<file path="config.mk">
export PLATFORM = sky130hd
export DESIGN_NAME = deque_stream_ctrl_flat
export DESIGN_NICKNAME = d
export VERILOG_FILES = /design/src/rtl/deque_stream_if.sv /design/src/rtl/deque_stream_ctrl.sv /design/src/flat_wrapper.sv
export SDC_FILE = /design/constraint.sdc
export NUM_CORES = 1
export LEC_CHECK = 0
export ABC_AREA = 1
export CORE_AREA = 3 3 107 109
export DETAILED_ROUTE_END_ITERATION = 6
export DIE_AREA = 0 0 110 112
export HOLD_SLACK_MARGIN = 0.1
export SETUP_SLACK_MARGIN = 0.15
export SLEW_MARGIN = 20
export SYNTH_ARGS = -nofsm -noshare
export SYNTH_HDL_FRONTEND = slang
export SYNTH_HIERARCHICAL = 1
export SYNTH_SLANG_ARGS = --single-unit
</file>
<file path="constraint.sdc">
create_clock -name clk -period 2.9 [get_ports clk]
set_clock_uncertainty 0.05 [all_clocks]
set_input_delay 0.58 -clock clk [delete_from_list [all_inputs] [get_ports clk]]
set_output_delay 0.58 -clock clk [all_outputs]
set_load 0.02 [all_outputs]
</file>
<file path="src/rtl/deque_stream_if.sv">
// Bundle of every handshake and bus signal between the stream controller,
// its four upstream/downstream streams and the deque it drives.
//   fin_*  / bin_*  : front / back push streams (valid, ready, data)
//   fout_* / bout_* : front / back pop streams  (valid, ready, data)
//   dq_*            : push/pop strobes and push data to the deque,
//                     pop registers and occupancy back from it
// Modports: slave = controller view, master = environment (streams + deque).
interface deque_stream_if #(
  parameter int WORD_WIDTH = 32,
  parameter int ADDR_WIDTH = 6
);
  logic                  fin_valid, fin_ready;
  logic [WORD_WIDTH-1:0] fin_data;
  logic                  bin_valid, bin_ready;
  logic [WORD_WIDTH-1:0] bin_data;
  logic                  fout_valid, fout_ready;
  logic [WORD_WIDTH-1:0] fout_data;
  logic                  bout_valid, bout_ready;
  logic [WORD_WIDTH-1:0] bout_data;
  logic                  dq_front_push, dq_back_push, dq_front_pop, dq_back_pop;
  logic [WORD_WIDTH-1:0] dq_front_push_data, dq_back_push_data;
  logic [WORD_WIDTH-1:0] dq_front_pop_data, dq_back_pop_data;
  logic [ADDR_WIDTH:0]   dq_size;

  modport slave (
    input  fin_valid, fin_data, bin_valid, bin_data, fout_ready, bout_ready,
           dq_front_pop_data, dq_back_pop_data, dq_size,
    output fin_ready, bin_ready, fout_valid, fout_data, bout_valid, bout_data,
           dq_front_push, dq_back_push, dq_front_pop, dq_back_pop,
           dq_front_push_data, dq_back_push_data
  );

  modport master (
    output fin_valid, fin_data, bin_valid, bin_data, fout_ready, bout_ready,
           dq_front_pop_data, dq_back_pop_data, dq_size,
    input  fin_ready, bin_ready, fout_valid, fout_data, bout_valid, bout_data,
           dq_front_push, dq_back_push, dq_front_pop, dq_back_pop,
           dq_front_push_data, dq_back_push_data
  );
endinterface

</file>
<file path="src/rtl/deque_stream_ctrl.sv">
// Valid/ready front end for the deque. Turns two push streams and two pop
// streams into deque strobes so the deque never sees a same-side push+pop,
// an overflow or an underflow, and re-times the one-cycle pop latency into
// stall-free output streams (1 word/cycle per side).
// Ports:
//   clk  : clock
//   rst  : synchronous active-high reset (also resets the deque upstream)
//   bus  : deque_stream_if.slave, all streams and deque signals
// Side index 0 = front, 1 = back throughout.

// Per-side logic: candidates, same-side arbitration and the output valid reg.
module deque_stream_side (
  input  logic clk,
  input  logic rst,
  input  logic in_valid,
  input  logic out_ready,
  input  logic push_ok,     // deque not full
  input  logic pop_ok,      // deque not empty
  input  logic pop_gnt,     // final pop grant for this side
  output logic push_surv,   // push survives same-side arbitration
  output logic pop_surv,    // pop survives same-side arbitration
  output logic out_valid
);
  logic side_turn;          // 0 = push wins next conflict, 1 = pop wins
  logic push_c, pop_c, conflict;

  assign push_c    = in_valid & push_ok;
  // Only pop when the output slot is empty or being drained this cycle.
  assign pop_c     = pop_ok & (~out_valid | out_ready);
  assign conflict  = push_c & pop_c;
  assign push_surv = push_c & ~(conflict & side_turn);
  assign pop_surv  = pop_c & ~(conflict & ~side_turn);

  always_ff @(posedge clk) begin
    if (rst) begin
      side_turn <= 1'b0;
      out_valid <= 1'b0;
    end else begin
      if (conflict) side_turn <= ~side_turn;
      out_valid <= pop_gnt | (out_valid & ~out_ready);
    end
  end
endmodule

module deque_stream_ctrl #(
  parameter int WORD_WIDTH = 32,
  parameter int MAX_SIZE   = 40,
  parameter int ADDR_WIDTH = $clog2(MAX_SIZE)
) (
  input logic            clk,
  input logic            rst,
  deque_stream_if.slave  bus
);
  localparam logic [ADDR_WIDTH:0] SZ_MAX    = (ADDR_WIDTH+1)'(MAX_SIZE);
  localparam logic [ADDR_WIDTH:0] SZ_MAX_M2 = (ADDR_WIDTH+1)'(MAX_SIZE-2);
  localparam logic [ADDR_WIDTH:0] SZ_ZERO   = '0;
  localparam logic [ADDR_WIDTH:0] SZ_TWO    = (ADDR_WIDTH+1)'(2);

  logic [1:0] in_valid, out_ready, out_valid;
  logic [1:0] push_surv, pop_surv, push_gnt, pop_gnt;
  logic       push_ok, pop_ok;
  logic       push_turn, pop_turn, push_tgl, pop_tgl;

  assign in_valid  = {bus.bin_valid,  bus.fin_valid};
  assign out_ready = {bus.bout_ready, bus.fout_ready};
  assign push_ok   = bus.dq_size < SZ_MAX;
  assign pop_ok    = bus.dq_size > SZ_ZERO;

  for (genvar s = 0; s < 2; s++) begin : g_side
    deque_stream_side u_side (
      .clk       (clk),
      .rst       (rst),
      .in_valid  (in_valid[s]),
      .out_ready (out_ready[s]),
      .push_ok   (push_ok),
      .pop_ok    (pop_ok),
      .pop_gnt   (pop_gnt[s]),
      .push_surv (push_surv[s]),
      .pop_surv  (pop_surv[s]),
      .out_valid (out_valid[s])
    );
  end

  // Cross-side limits: with room/content for only one word, the turn bit
  // picks the side; the losing side issues nothing (no backfill).
  always_comb begin
    push_gnt = push_surv;
    pop_gnt  = pop_surv;
    push_tgl = 1'b0;
    pop_tgl  = 1'b0;
    if (&push_surv && bus.dq_size > SZ_MAX_M2) begin
      push_gnt = push_turn ? 2'b10 : 2'b01;
      push_tgl = 1'b1;
    end
    if (&pop_surv && bus.dq_size < SZ_TWO) begin
      pop_gnt = pop_turn ? 2'b10 : 2'b01;
      pop_tgl = 1'b1;
    end
    if (rst) begin
      push_gnt = '0;
      pop_gnt  = '0;
      push_tgl = 1'b0;
      pop_tgl  = 1'b0;
    end
  end

  always_ff @(posedge clk) begin
    if (rst) begin
      push_turn <= 1'b0;
      pop_turn  <= 1'b0;
    end else begin
      if (push_tgl) push_turn <= ~push_turn;
      if (pop_tgl)  pop_turn  <= ~pop_turn;
    end
  end

  assign bus.dq_front_push      = push_gnt[0];
  assign bus.dq_back_push       = push_gnt[1];
  assign bus.fin_ready          = push_gnt[0];
  assign bus.bin_ready          = push_gnt[1];
  assign bus.dq_front_pop       = pop_gnt[0];
  assign bus.dq_back_pop        = pop_gnt[1];
  assign bus.dq_front_push_data = bus.fin_data;
  assign bus.dq_back_push_data  = bus.bin_data;
  // The deque holds its pop register until the next pop on that side, so
  // passing it through keeps output data stable while stalled.
  assign bus.fout_valid         = out_valid[0];
  assign bus.bout_valid         = out_valid[1];
  assign bus.fout_data          = bus.dq_front_pop_data;
  assign bus.bout_data          = bus.dq_back_pop_data;
endmodule

</file>
<file path="src/flat_wrapper.sv">
// flat-port wrapper written by rule: the top's interface ports become plain ports
module deque_stream_ctrl_flat 
#(
  parameter int WORD_WIDTH = 32,
  parameter int MAX_SIZE   = 40,
  parameter int ADDR_WIDTH = $clog2(MAX_SIZE)
)
  (clk, rst, bus_fin_valid, bus_fin_data, bus_bin_valid, bus_bin_data, bus_fout_ready, bus_bout_ready, bus_dq_front_pop_data, bus_dq_back_pop_data, bus_dq_size, bus_fin_ready, bus_bin_ready, bus_fout_valid, bus_fout_data, bus_bout_valid, bus_bout_data, bus_dq_front_push, bus_dq_back_push, bus_dq_front_pop, bus_dq_back_pop, bus_dq_front_push_data, bus_dq_back_push_data);
  deque_stream_if #(.WORD_WIDTH(WORD_WIDTH), .ADDR_WIDTH(ADDR_WIDTH)) bus_i ();
  input logic clk;
  input logic rst;
  input wire logic [$bits(bus_i.fin_valid)-1:0] bus_fin_valid;
  input wire logic [$bits(bus_i.fin_data)-1:0] bus_fin_data;
  input wire logic [$bits(bus_i.bin_valid)-1:0] bus_bin_valid;
  input wire logic [$bits(bus_i.bin_data)-1:0] bus_bin_data;
  input wire logic [$bits(bus_i.fout_ready)-1:0] bus_fout_ready;
  input wire logic [$bits(bus_i.bout_ready)-1:0] bus_bout_ready;
  input wire logic [$bits(bus_i.dq_front_pop_data)-1:0] bus_dq_front_pop_data;
  input wire logic [$bits(bus_i.dq_back_pop_data)-1:0] bus_dq_back_pop_data;
  input wire logic [$bits(bus_i.dq_size)-1:0] bus_dq_size;
  output wire logic [$bits(bus_i.fin_ready)-1:0] bus_fin_ready;
  output wire logic [$bits(bus_i.bin_ready)-1:0] bus_bin_ready;
  output wire logic [$bits(bus_i.fout_valid)-1:0] bus_fout_valid;
  output wire logic [$bits(bus_i.fout_data)-1:0] bus_fout_data;
  output wire logic [$bits(bus_i.bout_valid)-1:0] bus_bout_valid;
  output wire logic [$bits(bus_i.bout_data)-1:0] bus_bout_data;
  output wire logic [$bits(bus_i.dq_front_push)-1:0] bus_dq_front_push;
  output wire logic [$bits(bus_i.dq_back_push)-1:0] bus_dq_back_push;
  output wire logic [$bits(bus_i.dq_front_pop)-1:0] bus_dq_front_pop;
  output wire logic [$bits(bus_i.dq_back_pop)-1:0] bus_dq_back_pop;
  output wire logic [$bits(bus_i.dq_front_push_data)-1:0] bus_dq_front_push_data;
  output wire logic [$bits(bus_i.dq_back_push_data)-1:0] bus_dq_back_push_data;
  assign bus_i.fin_valid = bus_fin_valid;
  assign bus_i.fin_data = bus_fin_data;
  assign bus_i.bin_valid = bus_bin_valid;
  assign bus_i.bin_data = bus_bin_data;
  assign bus_i.fout_ready = bus_fout_ready;
  assign bus_i.bout_ready = bus_bout_ready;
  assign bus_i.dq_front_pop_data = bus_dq_front_pop_data;
  assign bus_i.dq_back_pop_data = bus_dq_back_pop_data;
  assign bus_i.dq_size = bus_dq_size;
  assign bus_fin_ready = bus_i.fin_ready;
  assign bus_bin_ready = bus_i.bin_ready;
  assign bus_fout_valid = bus_i.fout_valid;
  assign bus_fout_data = bus_i.fout_data;
  assign bus_bout_valid = bus_i.bout_valid;
  assign bus_bout_data = bus_i.bout_data;
  assign bus_dq_front_push = bus_i.dq_front_push;
  assign bus_dq_back_push = bus_i.dq_back_push;
  assign bus_dq_front_pop = bus_i.dq_front_pop;
  assign bus_dq_back_pop = bus_i.dq_back_pop;
  assign bus_dq_front_push_data = bus_i.dq_front_push_data;
  assign bus_dq_back_push_data = bus_i.dq_back_push_data;
  deque_stream_ctrl #(.WORD_WIDTH(WORD_WIDTH), .MAX_SIZE(MAX_SIZE), .ADDR_WIDTH(ADDR_WIDTH)) u_core (.clk(clk), .rst(rst), .bus(bus_i));
endmodule
</file>
# --- Word-level counts from Yosys, hierarchy flattened ---
# Cells that the tools add are included.
word_totals:
  reg_bits: 6
op_classes:
  order_cmp: 4
  mux: 10
  bitwise_logic: 32
  reduce_logical: 4
op_table:
  columns: ["operator", "n"]
  rows:
  - ["1-bit bitwise AND", 16]
  - ["2-bit 2-to-1 mux", 6]
  - ["1-bit inverter", 12]
  - ["7-bit by 1-bit > comparator with 1-bit output (second input constant)", 1]
  - ["7-bit by 6-bit > comparator with 1-bit output (second input constant)", 1]
  - ["7-bit by 2-bit less-than comparator with 1-bit output (second input constant)", 1]
  - ["7-bit by 6-bit less-than comparator with 1-bit output (second input constant)", 1]
  - ["1-bit 2-to-1 mux", 4]
  - ["1-bit OR", 4]
  - ["2-bit AND reduction", 2]
  - ["1-bit logical AND", 2]

# --- Longest topological paths before layout ---
depth:
  depth_word: 12
  mapped_depth: 13
  ltp_nobuf: 12

# --- Cells and area by module ---
# The synthesis kept the hierarchy.
by_module_without_submodules:
  columns: ["mod", "n_inst", "cells_each", "area_each_um2", "seq_area_each_um2"]
  rows:
  - ["deque_stream_ctrl", 1, 171, 1213.7, 40.0]
  - ["deque_stream_side", 2, 17, 130.1, 40.0]

# --- Worst setup path after synthesis ---
# Ideal clock, no wire load.
synth_timing:
  path_type: "input port to output port"
  from: "input port bus_dq_size[6]"
  to: "output port bus_dq_back_push"
  arrival_ps: 2326
  required_ps: 2270
  slack_ps: -56
  cell_stages: 12
  cell_sequence: "inv_2 -> nand2_2 -> nor3_2 -> nand3_1 -> nand2_1 -> o21ai_1 -> inv_1 -> nand2_1 -> nor2_2 -> nand3_2 -> a21oi_1 -> buf_4"
synth_between:
  elab_chain_cells: 10
  word_cells_on_any_way: 19
  cone_classes: "3 x order compare; 2 x mux; 12 x bitwise; 2 x reduce/logical"
synth_lines:
  columns: ["item", "line", "source"]
  rows:
  - ["from (decl)", "flat_wrapper.sv:20", "input wire logic [$bits(bus_i.dq_size)-1:0] bus_dq_size;"]
  - ["7-bit by 1-bit > comparator with 1-bit output (*)", "deque_stream_ctrl.sv:67", "assign pop_ok = bus.dq_size > SZ_ZERO;"]
  - ["via u_core.pop_ok", "deque_stream_ctrl.sv:61", "logic push_ok, pop_ok;"]
  - ["1-bit bitwise AND (*)", "deque_stream_ctrl.sv:29", "assign pop_c = pop_ok & (~out_valid | out_ready);"]
  - ["1-bit bitwise AND (*)", "deque_stream_ctrl.sv:30", "assign conflict = push_c & pop_c;"]
  - ["1-bit bitwise AND (*)", "deque_stream_ctrl.sv:31", "assign push_surv = push_c & ~(conflict & side_turn);"]
  - ["1-bit inverter (*)", "deque_stream_ctrl.sv:31", null]
  - ["1-bit bitwise AND (*)", "deque_stream_ctrl.sv:31", null]
  - ["via u_core.push_surv[1]", "deque_stream_ctrl.sv:60", "logic [1:0] push_surv, pop_surv, push_gnt, pop_gnt;"]
  - ["2-bit AND reduction", "deque_stream_ctrl.sv:91", "if (&push_surv && bus.dq_size > SZ_MAX_M2) begin"]
  - ["1-bit logical AND", "deque_stream_ctrl.sv:91", null]
  - ["2-bit 2-to-1 mux (*)", "deque_stream_ctrl.sv:91", null]
  - ["2-bit 2-to-1 mux (*)", "deque_stream_ctrl.sv:99", "if (rst) begin"]
  - ["to (decl)", "flat_wrapper.sv:28", "output wire logic [$bits(bus_i.dq_back_push)-1:0] bus_dq_back_push;"]
# Mark *: on every way through the listed nets, which the timed path passes. The rest lies on a longest branch.

# --- Worst setup path in the final report ---
layout_timing:
  from: "input port bus_dq_size[3]"
  to: "output port bus_dq_back_pop"
layout_between:
  elab_chain_cells: 10
  word_cells_on_any_way: 19
  cone_classes: "3 x order compare; 2 x mux; 12 x bitwise; 2 x reduce/logical"
layout_lines:
  columns: ["item", "line", "source"]
  rows:
  - ["7-bit by 1-bit > comparator with 1-bit output (*)", "deque_stream_ctrl.sv:67", null]
  - ["via u_core.pop_ok", "deque_stream_ctrl.sv:61", null]
  - ["1-bit bitwise AND (*)", "deque_stream_ctrl.sv:29", null]
  - ["1-bit bitwise AND", "deque_stream_ctrl.sv:30", null]
  - ["1-bit bitwise AND", "deque_stream_ctrl.sv:32", "assign pop_surv = pop_c & ~(conflict & ~side_turn);"]
  - ["1-bit inverter", "deque_stream_ctrl.sv:32", null]
  - ["1-bit bitwise AND (*)", "deque_stream_ctrl.sv:32", null]
  - ["via u_core.pop_surv[1]", "deque_stream_ctrl.sv:60", null]
  - ["2-bit AND reduction", "deque_stream_ctrl.sv:95", "if (&pop_surv && bus.dq_size < SZ_TWO) begin"]
  - ["1-bit logical AND", "deque_stream_ctrl.sv:95", null]
  - ["2-bit 2-to-1 mux (*)", "deque_stream_ctrl.sv:95", null]
  - ["2-bit 2-to-1 mux (*)", "deque_stream_ctrl.sv:99", null]
  - ["to (decl)", "flat_wrapper.sv:30", "output wire logic [$bits(bus_i.dq_back_pop)-1:0] bus_dq_back_pop;"]
# Marks and branches as above.

==> impl_metrics.xml <==
<?xml version="1.0" encoding="UTF-8"?>
<metrics>
  <group name="placed_design">
    <metric name="placer_congestion_estimate" unit="">0.770</metric>
    <metric name="detailedPlacementHpwl" unit="mm">2.87</metric>
    <metric name="worst_slack_at_placement" unit="ns">-0.594</metric>
    <metric name="numPortBuffers" unit="">20</metric>
  </group>
  <group name="clock_network">
    <metric name="clockBufferDepth" unit="">2</metric>
    <metric name="cts_hold_buf" unit="">0</metric>
    <metric name="worst_setup_hold_path_clk_slew" unit="ns">0.04</metric>
    <metric name="cts.sink_count" unit="">6</metric>
    <metric name="clock_latency" unit="ns">0.23</metric>
    <metric name="number_of_buffers_added_by_the_clock_tree_synthesis_step" unit="">3</metric>
    <metric name="cts_htree_levels" unit="">1</metric>
    <metric name="tritoncts" unit="">built</metric>
    <metric name="root_buffer" unit="">clkbuf_8</metric>
  </group>
  <group name="finish">
    <metric name="final_layout_size_suffix_gt1_frac" unit="">0.672</metric>
    <metric name="fillerInstances" unit="">1225</metric>
    <metric name="antenna-diode-count" unit="">0</metric>
    <metric name="area_growth_syn_to_layout" unit="%">-17.7</metric>
    <metric name="fin_nets" unit="">271</metric>
    <metric name="fin_util" unit="">0.113</metric>
  </group>
  <group name="logic_synthesis">
    <metric name="async_reset_ff_frac" unit="">0</metric>
    <metric name="synth.top_cell.area_share" unit="">0.662</metric>
    <metric name="synth.lib_cells_used.distinct" unit="">18</metric>
    <metric name="synth_seq_area_share" unit="">0.0815</metric>
    <metric name="synth.area.top_cells" unit="">buf_4, dfxtp_1, nand2_1</metric>
    <metric name="synth.yosys.warnings" unit="">6</metric>
    <metric name="syn_area" unit="mm^2">0.00147</metric>
    <metric name="ys_seq_elements" unit="">6</metric>
    <metric name="post_synth_most_frequent_cells" unit="">buf_4, nand2_1, inv_1</metric>
    <metric name="synthCells" unit="">205</metric>
    <metric name="synth.avg_cell_area" unit="um^2">7.19</metric>
    <metric name="synth.largest_area_cell" unit="">buf_4</metric>
    <metric name="post-synth-top-count-cell" unit="">buf_4</metric>
    <metric name="dominantRegCellSynth" unit="">dfxtp_1</metric>
    <metric name="mappedNetlistNets" unit="">346</metric>
    <metric name="number_of_flops_mapped_to_enable_cells_by_yosys" unit="">0</metric>
  </group>
  <group name="die">
    <metric name="io_count" unit="">277</metric>
    <metric name="chip_height" unit="um">112</metric>
    <metric name="fp.coreArea" unit="mm^2">0.0107</metric>
    <metric name="dieWidth" unit="um">110</metric>
    <metric name="initial_core_util" unit="">0.138</metric>
    <metric name="placement_rows" unit="">38</metric>
    <metric name="die-area" unit="mm^2">0.0123</metric>
  </group>
  <group name="timing">
    <metric name="worst-slew-pin-transition" unit="ns">0.221</metric>
    <metric name="setup_slack" unit="ns">0.230</metric>
    <metric name="setup_violations" unit="">0</metric>
    <metric name="final_min_period_over_clock_period" unit="">0.921</metric>
    <metric name="timing_max_transition_violations_final" unit="">0</metric>
    <metric name="f_max" unit="MHz">375</metric>
    <metric name="fin_tns_setup" unit="ns">0</metric>
    <metric name="final_hold_viol_count" unit="">0</metric>
    <metric name="timing.slew.headroom" unit="">0.852</metric>
    <metric name="finalWorstPathRequiredPeriod" unit="ns">2.67</metric>
    <metric name="rsz_0062_raised_after_global_routing" unit="">no</metric>
  </group>
  <group name="global_route">
    <metric name="grt_overflow_total" unit="">0</metric>
    <metric name="global_route_wire_length_before_repair" unit="mm">5.00</metric>
    <metric name="grt_pass1_vias" unit="">894</metric>
    <metric name="grt_antenna_before_repair" unit="">0</metric>
    <metric name="grt_start_max_net_pins" unit="">7</metric>
    <metric name="grt_util_all_layers" unit="">0.0557</metric>
  </group>
  <group name="route">
    <metric name="antenna_violating_nets_post_route" unit="">0</metric>
    <metric name="routedWlPerCell" unit="um">13.6</metric>
    <metric name="route.detailed.drc" unit="">0</metric>
    <metric name="detailed_router_iteration_count_before_antenna_repair" unit="">3</metric>
    <metric name="drt_first_iter_violations" unit="">36</metric>
    <metric name="vias" unit="">836</metric>
    <metric name="wl_final" unit="mm">3.64</metric>
    <metric name="vias_per_cell" unit="">3.12</metric>
  </group>
  <group name="setup_path">
    <metric name="worst-endpoint-arrival" unit="ns">2.04</metric>
    <metric name="timing.critical_path.fanout_max" unit="">3</metric>
    <metric name="worst_r2r_path_depth" unit="">9</metric>
    <metric name="worst-setup-path-type" unit="">in2out</metric>
    <metric name="start_kind" unit="">input port</metric>
    <metric name="crit_path_end_kind" unit="">primary output</metric>
    <metric name="required" unit="ns">2.27</metric>
  </group>
  <group name="run_status">
    <metric name="status" unit="">finished, final reports clean</metric>
  </group>
  <group name="power_and_ir_drop">
    <metric name="overall_power_of_the_completed_layout" unit="W">0.000352</metric>
    <metric name="static_leakage" unit="nW">0.533</metric>
    <metric name="power.density_cell_area" unit="mW/mm^2">291</metric>
    <metric name="vdd_drop_max" unit="mV">0.0861</metric>
  </group>
  <group name="run">
    <metric name="maxCapViolations" unit="">0</metric>
  </group>
  <group name="hold_path">
    <metric name="worstHoldPathType" unit="">reg2reg</metric>
    <metric name="worst_hold_path.num_cells" unit="">2</metric>
  </group>
</metrics>
-- state kept, by name, summed over array words and instances (netlist names) --
register	count
u_core/g_side.u_side/out_valid	2
u_core/g_side.u_side/side_turn	2
u_core/pop_turn	1
u_core/push_turn	1
-- final cells by class --
| cell class | instances | area [um^2] | share of cell area |
|---|---|---|---|
| clock buffer | 3 | 41.3 | 0.0341 |
| inverter | 17 | 63.8 | 0.0526 |
| multi-input combinational | 52 | 414 | 0.342 |
| sequential | 6 | 120 | 0.0991 |
| tap | 140 | 175 | 0.144 |
| timing repair buffer | 50 | 398 | 0.328 |
-- critical path, stage by stage --
cell             delay (ns)
clkdlybuf4s15_1        0.20
nor2_4                 0.14
buf_6                  0.13
nand3_4                0.10
nand2_4                0.10
a21oi_2                0.05
and3_4                 0.19
buf_4                  0.13
nand2_1                0.05
nand2_1                0.06
a21oi_2                0.17
buf_6                  0.14
-- per-stage QoR --
step | cells | cell area (um^2) | hold slack (ns)
CTS | 264 | 1130 | 0.417
detailed placement | 251 | 1000 | 0.411
floorplan | 205 | 1480 | 0.388
finish | 268 | 1210 | 0.419
global route | 268 | 1210 | 0.441
global placement | 251 | 1000 | 0.402
-- cells in the final DEF (no fill, tap or decap), types with 2 or more instances in the layout --
cell type / n
clkdlybuf4s50_1: 5
dlygate4sd2_1: 2
a21oi_1: 4
buf_2: 3
nand2_4: 6
a21oi_2: 5
dfxtp_1: 6
inv_1: 9
o21ai_2: 2
inv_2: 8
nand3_2: 4
nand2_2: 8
buf_4: 31
buf_6: 4
clkbuf_2: 3
clkbuf_8: 3
nor2_4: 3
nand2_1: 7
nand4_2: 2
nand3_1: 2
nor2_1: 5
-- report_power, final --
| part | switching (W) | internal [W] | total, W |
|---|---|---|---|
| registers | 0.00000387 | 0.0000875 | 0.0000913 |
| logic | 0.0000627 | 0.0000631 | 0.000126 |
| clock network | 0.0000453 | 0.0000900 | 0.000135 |
| total | 0.000112 | 0.000241 | 0.000352 |
-- repair_timing --
item / in CTS / in global routing
endpoints found under the setup margin: 6 / 6
resized for setup: 56 / 25
pin swaps: 15 / 13
buffers inserted: 10 / 4
-- worst paths after layout --
kind	slack [ns]	startpoint	to
min	0.42	u_core/g_side[0].u_side/side_turn$_SDFFE_PP0N_	u_core/g_side[0].u_side/side_turn$_SDFFE_PP0N_
max reg2reg	1.43	u_core/g_side[1].u_side/side_turn$_SDFFE_PP0N_	u_core/g_side[1].u_side/out_valid$_SDFF_PP0_
max	0.23	bus_dq_size[3]	bus_dq_back_pop
min reg2reg	0.42	u_core/g_side[0].u_side/side_turn$_SDFFE_PP0N_	u_core/g_side[0].u_side/side_turn$_SDFFE_PP0N_
-- metal layers --
layer  global-route usage  vias to the layer above  share of wire
met5                    0                        -              0
met4                0.112                        0           0.22
met3               0.0313                       79           0.18
met2               0.0708                       77           0.38
met1               0.0383                      340           0.22
li1                     -                      340              -
-- logic make-up after synthesis --
| kind of cell | after synthesis | share of synthesized area |
|---|---|---|
| buf+inv | 147 | 0.705 |
| compound gates | 12 | 0.0484 |
| flops | 6 | 0.0815 |
| simple gates | 40 | 0.165 |
Note: power is estimated with default switching activity, not from simulation.
==> edit 1: new RTL, same settings <==
`MAX_SIZE` is set to 40 in 2 places; all go to 20.
--- a/src/rtl/deque_stream_ctrl.sv
+++ b/src/rtl/deque_stream_ctrl.sv
@@ -45,5 +45,5 @@
 module deque_stream_ctrl #(
   parameter int WORD_WIDTH = 32,
-  parameter int MAX_SIZE   = 40,
+  parameter int MAX_SIZE   = 20,
   parameter int ADDR_WIDTH = $clog2(MAX_SIZE)
 ) (
--- a/src/flat_wrapper.sv
+++ b/src/flat_wrapper.sv
@@ -3,5 +3,5 @@
 #(
   parameter int WORD_WIDTH = 32,
-  parameter int MAX_SIZE   = 40,
+  parameter int MAX_SIZE   = 20,
   parameter int ADDR_WIDTH = $clog2(MAX_SIZE)
 )
Interface: changed (resized bus_dq_size); port bits go from 277 to 276. The function was not compared with the original's and may differ.
==> edit 1 against the original RTL <==
Critical path type unchanged. Global-route usage is 0.43 points lower. Non-clock buffer count is 9 higher. Synthesized area is 1.0% lower. Critical endpoint unchanged. Die area stayed put. Total power is 2.9% lower. Final area is 2.4% higher. First-iteration DRC count is 39% lower. Cell count is 3.7% higher. Setup slack better by 0.015 ns. Sequential cell count stayed put. Utilization is 0.27 points higher. Routed wire length is 7.8% lower. Sequential share of layout area is 0.23 points lower.
==> edit 1: results (changes against the original RTL) <==
Antenna Diode Count - 0 (unchanged)
Drt first pass iters - 4 (was 3)
# nets final - 280 (was 271)
Outcome - finished, final reports clean (unchanged)
Critical Path AT - 2.02 ns (was 2.04 ns)
Synth Warn # - 6 (unchanged)
Leakage - 0.000605 uW (was 0.000533 uW)
Worst Path Max Fanout - 2 (was 3)
Largest net degree at the start of global routing - 6 (was 7)
Fillers - 1233 (was 1225)
Remaining global-route overflow - 0 (unchanged)
IO buf count - 19 (was 20)
Ranking of synthesized cells by area - buf_4, dfxtp_1, inv_1 (was buf_4, dfxtp_1, nand2_1)
Syn Nets - 346 (unchanged)
Family with the most delay on the worst path - buffers and inverters (was simple AND/OR/NAND/NOR gates)
Vias in the first global route - 918 (was 894)
DP HPWL - 2550 um (was 2870 um)
Mux contribution to synthesized area - 0% (unchanged)
DR iter-0 viols - 22 (was 36)
Async set or reset register ratio after synthesis - 0% (unchanged)
CTS Root Cell - clkbuf_8 (unchanged)
Biggest regs - u_core/g_side.u_side/out_valid (2), u_core/g_side.u_side/side_turn (2) (unchanged)
RePlAce Congestion - 0.846 (was 0.770)
GRT Util Overall - 5.15% (was 5.57%)
Synth Area in Adders - 0% (unchanged)
Slowest cell on the critical path - buf_2 (was clkdlybuf4s15_1)
Clock tree buffer depth - 2 (unchanged)
Initial antenna violation count - 0 (unchanged)
Top cells by count, synth - buf_4, inv_1, nand2_1 (was buf_4, nand2_1, inv_1)
Final wirelength - 3360 um (was 3640 um)
Post-synthesis sequential area ratio - 8.23% (was 8.15%)
Max IR drop VDD - 0.0000822 V (was 0.0000861 V)
Hold Path Class - flip-flop to flip-flop (unchanged)
Number of CTS-inserted buffers - 3 (unchanged)
Post-synth top flop - dfxtp_1 (unchanged)
XOR/XNOR Fraction of Synth Area - 0% (unchanged)
Vias per inst - 3.06 (was 3.12)
First-pass GRT wire length - 4840 um (was 5000 um)
Distinct cell type count of the synthesized netlist - 17 (was 18)
Worst-Skew Late Latency - 0.22 ns
Clock transition at path regs - 0.03 ns
CTS H-tree lvls - 1 (unchanged)
Max stage delay on crit path - 0.15 ns (was 0.20 ns)
Post-synthesis compound-gate area fraction - 4.55% (was 4.84%)
Slew headroom - 84.1% (was 85.2%)
Share of layout cells above drive strength 1 - 65.9% (was 67.2%)
==> edit 1: changes by cell type after synthesis, moves of 2 or more <==
cell	before	now
nor2_2	1	4
inv_2	4	2
nor2_1	6	8
a21oi_1	7	5
nand2_2	5	3
nand4_1	0	2
nand3_1	3	0
inv_1	13	17
==> edit 1: layout make-up <==
type / instances / area share (%)
tap: 140 / 14.1
timing repair buffer: 59 / 37.8
sequential: 6 / 9.68
multi-input combinational: 51 / 29.3
inverter: 19 / 5.75
clock buffer: 3 / 3.33
==> edit 1: cell families (layout without fill, tap and decap cells) <==
| family | after synthesis | count (layout) |
|---|---|---|
| simple gates | 40 | 40 |
| flops | 6 | 6 |
| buf+inv | 149 | 81 |
| compound gates | 11 | 11 |
==> edit 1: final timing paths <==
kind | start | end | slack [ns] | depth (start not counted)
setup reg to reg | u_core/g_side[0].u_side/out_valid | u_core/push_turn | 1.37 | 11
setup / recovery | bus_dq_size[3] | bus_dq_back_pop | 0.25 | 13
hold / removal | u_core/g_side[0].u_side/side_turn | u_core/g_side[0].u_side/side_turn | 0.42 | 2
hold reg to reg | u_core/g_side[0].u_side/side_turn | u_core/g_side[0].u_side/side_turn | 0.42 | 2
==> edit 1: through the flow <==
step	cells	worst slack, ns	hold slack (ns)	area, um2	total power, uW
finish	278	0.246	0.416	1240	342
global route	278	0.122	0.425	1240	366
CTS	271	0.174	0.415	1140	336
detailed placement	250	-0.727	0.408	958	194
global placement	250	-0.669	0.400	958	194
floorplan	206	0.253	0.388	1460	395
==> edit 1: worst register-to-register path: stages (launching register included) <==
cell and delay, ns:
dfxtp_1 0.34, nand2_4 0.12, nand2_4 0.06, o21ai_1 0.11, inv_1 0.07, nand2_2 0.08
nor2_4 0.05, buf_4 0.13, buf_4 0.12, buf_4 0.11, a21oi_1 0.14, nor2_1 0.06
==> edit 1: report_power, final <==
group	leakage, uW	switching [uW]	internal [uW]
Sequential	0.0000492	4.21	87.7
Combinational	0.000534	60.4	67.7
Clock	0.0000216	33.2	88.9
==> edit 1: per-layer routing <==
metal | GRT usage, % | routed length [um]
met1 | 4.45 | 936
met5 | 0 | 0
met2 | 6.11 | 1250
met4 | 9.48 | 642
met3 | 2.61 | 533
==> edit 1: what timing repair did <==
item | CTS | global route
gates resized for setup | 40 | 32
setup endpoints to repair | 6 | 6
hold buffers | 0 | 0
pin swaps | 12 | 12
setup buffers | 18 | 7
==> edit 2: new RTL, same settings <==
Made on the original files. Make the reset (`rst`) asynchronous in 2 clocked blocks. Comments in the files are not updated.
--- a/src/rtl/deque_stream_ctrl.sv
+++ b/src/rtl/deque_stream_ctrl.sv
@@ -32,5 +32,5 @@
   assign pop_surv  = pop_c & ~(conflict & ~side_turn);
 
-  always_ff @(posedge clk) begin
+  always_ff @(posedge clk or posedge rst) begin
     if (rst) begin
       side_turn <= 1'b0;
@@ -105,5 +105,5 @@
   end
 
-  always_ff @(posedge clk) begin
+  always_ff @(posedge clk or posedge rst) begin
     if (rst) begin
       push_turn <= 1'b0;
Behaviour: differs if rst is asserted again (counterexample within 4 cycles, from zero or initial values and one cycle with rst high); with rst held inactive, the same outputs for 10 cycles.
==> edit 2 against the original RTL <==
Total power is 24% higher. Routed wire length is 0.74% higher. Largest power group is now combinational logic. Count of clock-buffer cells in the layout is the same. Final area shrank 2.0%. Critical endpoint unchanged. Setup slack lost 0.028 ns. Critical path type unchanged. Combinational power is 48% higher. Sequential cell count unchanged. Synthesized area rose by 3.6%. Utilization shrank 0.22 points.
==> edit 2: results (changes against the original RTL) <==
IO buf count - 20 (unchanged)
# nets final - 278 (was 271)
Dpl ws - -0.722 ns (was -0.594 ns)
Crit. Startpoint - bus_bout_ready (was bus_dq_size[3])
Non-CTS inverters - 23 (was 17)
Critical Path AT - 2.07 ns (was 2.04 ns)
Post-synthesis compound-gate area fraction - 2.79% (was 4.84%)
Max stage delay on crit path - 0.46 ns (was 0.20 ns)
DR vias - 882 (was 836)
Syn Nets - 360 (was 346)
Data buffer area share - 29.5% (was 32.8%)
Area of the multi-input gates - 385 um2 (was 414 um2)
Comb_multi_in - 60 (was 52)
Async set or reset register ratio after synthesis - 100% (was 0%)
Post-CTS setup buffers - 3 (was 10)
Hold path endpoint - u_core/g_side[1].u_side/side_turn (was u_core/g_side[0].u_side/side_turn)
Drt first pass iters - 4 (was 3)
Fillers - 1205 (was 1225)
Post-synth top flop - dfrtp_1 (was dfxtp_1)
Post-CTS resize count - 57 (was 56)
Leakage - 0.000573 uW (was 0.000533 uW)
Switching Share - 35.7% (was 31.7%)
Non-clock buffer count - 43 (was 50)
Outcome - finished, final reports clean (unchanged)
Seq/total area - 12.6% (was 9.91%)
Post-synthesis sequential area ratio - 9.84% (was 8.15%)
Vias in the first global route - 904 (was 894)
ClkCell Share - 3.47% (was 3.41%)
R2r setup slk - 1.25 ns (was 1.43 ns)
Max IR drop VDD - 0.0000792 V (was 0.0000861 V)
WL/cell - 13.3 um (was 13.6 um)
Share of layout cells above drive strength 1 - 47.4% (was 67.2%)
Hold Crit Start - u_core/g_side[1].u_side/side_turn (was u_core/g_side[0].u_side/side_turn)
Top cells by count, synth - buf_4, inv_1, nand2_1 (was buf_4, nand2_1, inv_1)
RR Endpoint - u_core/g_side[1].u_side/out_valid (unchanged)
Reg2reg path depth - 11 (was 9)
GRT Util Overall - 5.44% (was 5.57%)
RePlAce Congestion - 0.834 (was 0.770)
DR iter-0 viols - 66 (was 36)
Family with the most delay on the worst path - buffers and inverters (was simple AND/OR/NAND/NOR gates)
Slew @ Worst Pin - 0.290 ns (was 0.221 ns)
edit 2: cell count changes after synthesis, moves of 3 or more:
cell,delta
inv_1,+9
nand2_1,+8
dfrtp_1,+6
dfxtp_1,-6
nand4_1,+6
nand3_1,+5
a21oi_1,-4
nand3_2,-4
a21oi_2,-3
inv_2,-3
edit 2: layer usage:
metal,GRT usage (%),part of all wire (%),vias to the layer above
met2,7.77,43,80
met5,0,0,-
met4,9.64,17,0
met1,3.41,23,364
li1,-,-,366
met3,3.30,17,72
edit 2: stage by stage:
stage / instance area (um2) / std cells / hold slack [ns]
2_1_floorplan: 1530 / 219 / 0.271
3_3_place_gp: 1050 / 266 / 0.404
3_5_place_dp: 1050 / 266 / 0.425
4_1_cts: 1150 / 272 / 0.434
5_1_grt: 1190 / 275 / 0.464
6_report: 1190 / 275 / 0.438
edit 2: power by group through the flow:
stage	registers, uW	logic (uW)	clock network (uW)
after floorplan	122	332	0
after global placement	119	150	0
after detailed placement	121	153	0
after CTS	120	166	132
after global routing	123	202	136
final	121	186	129
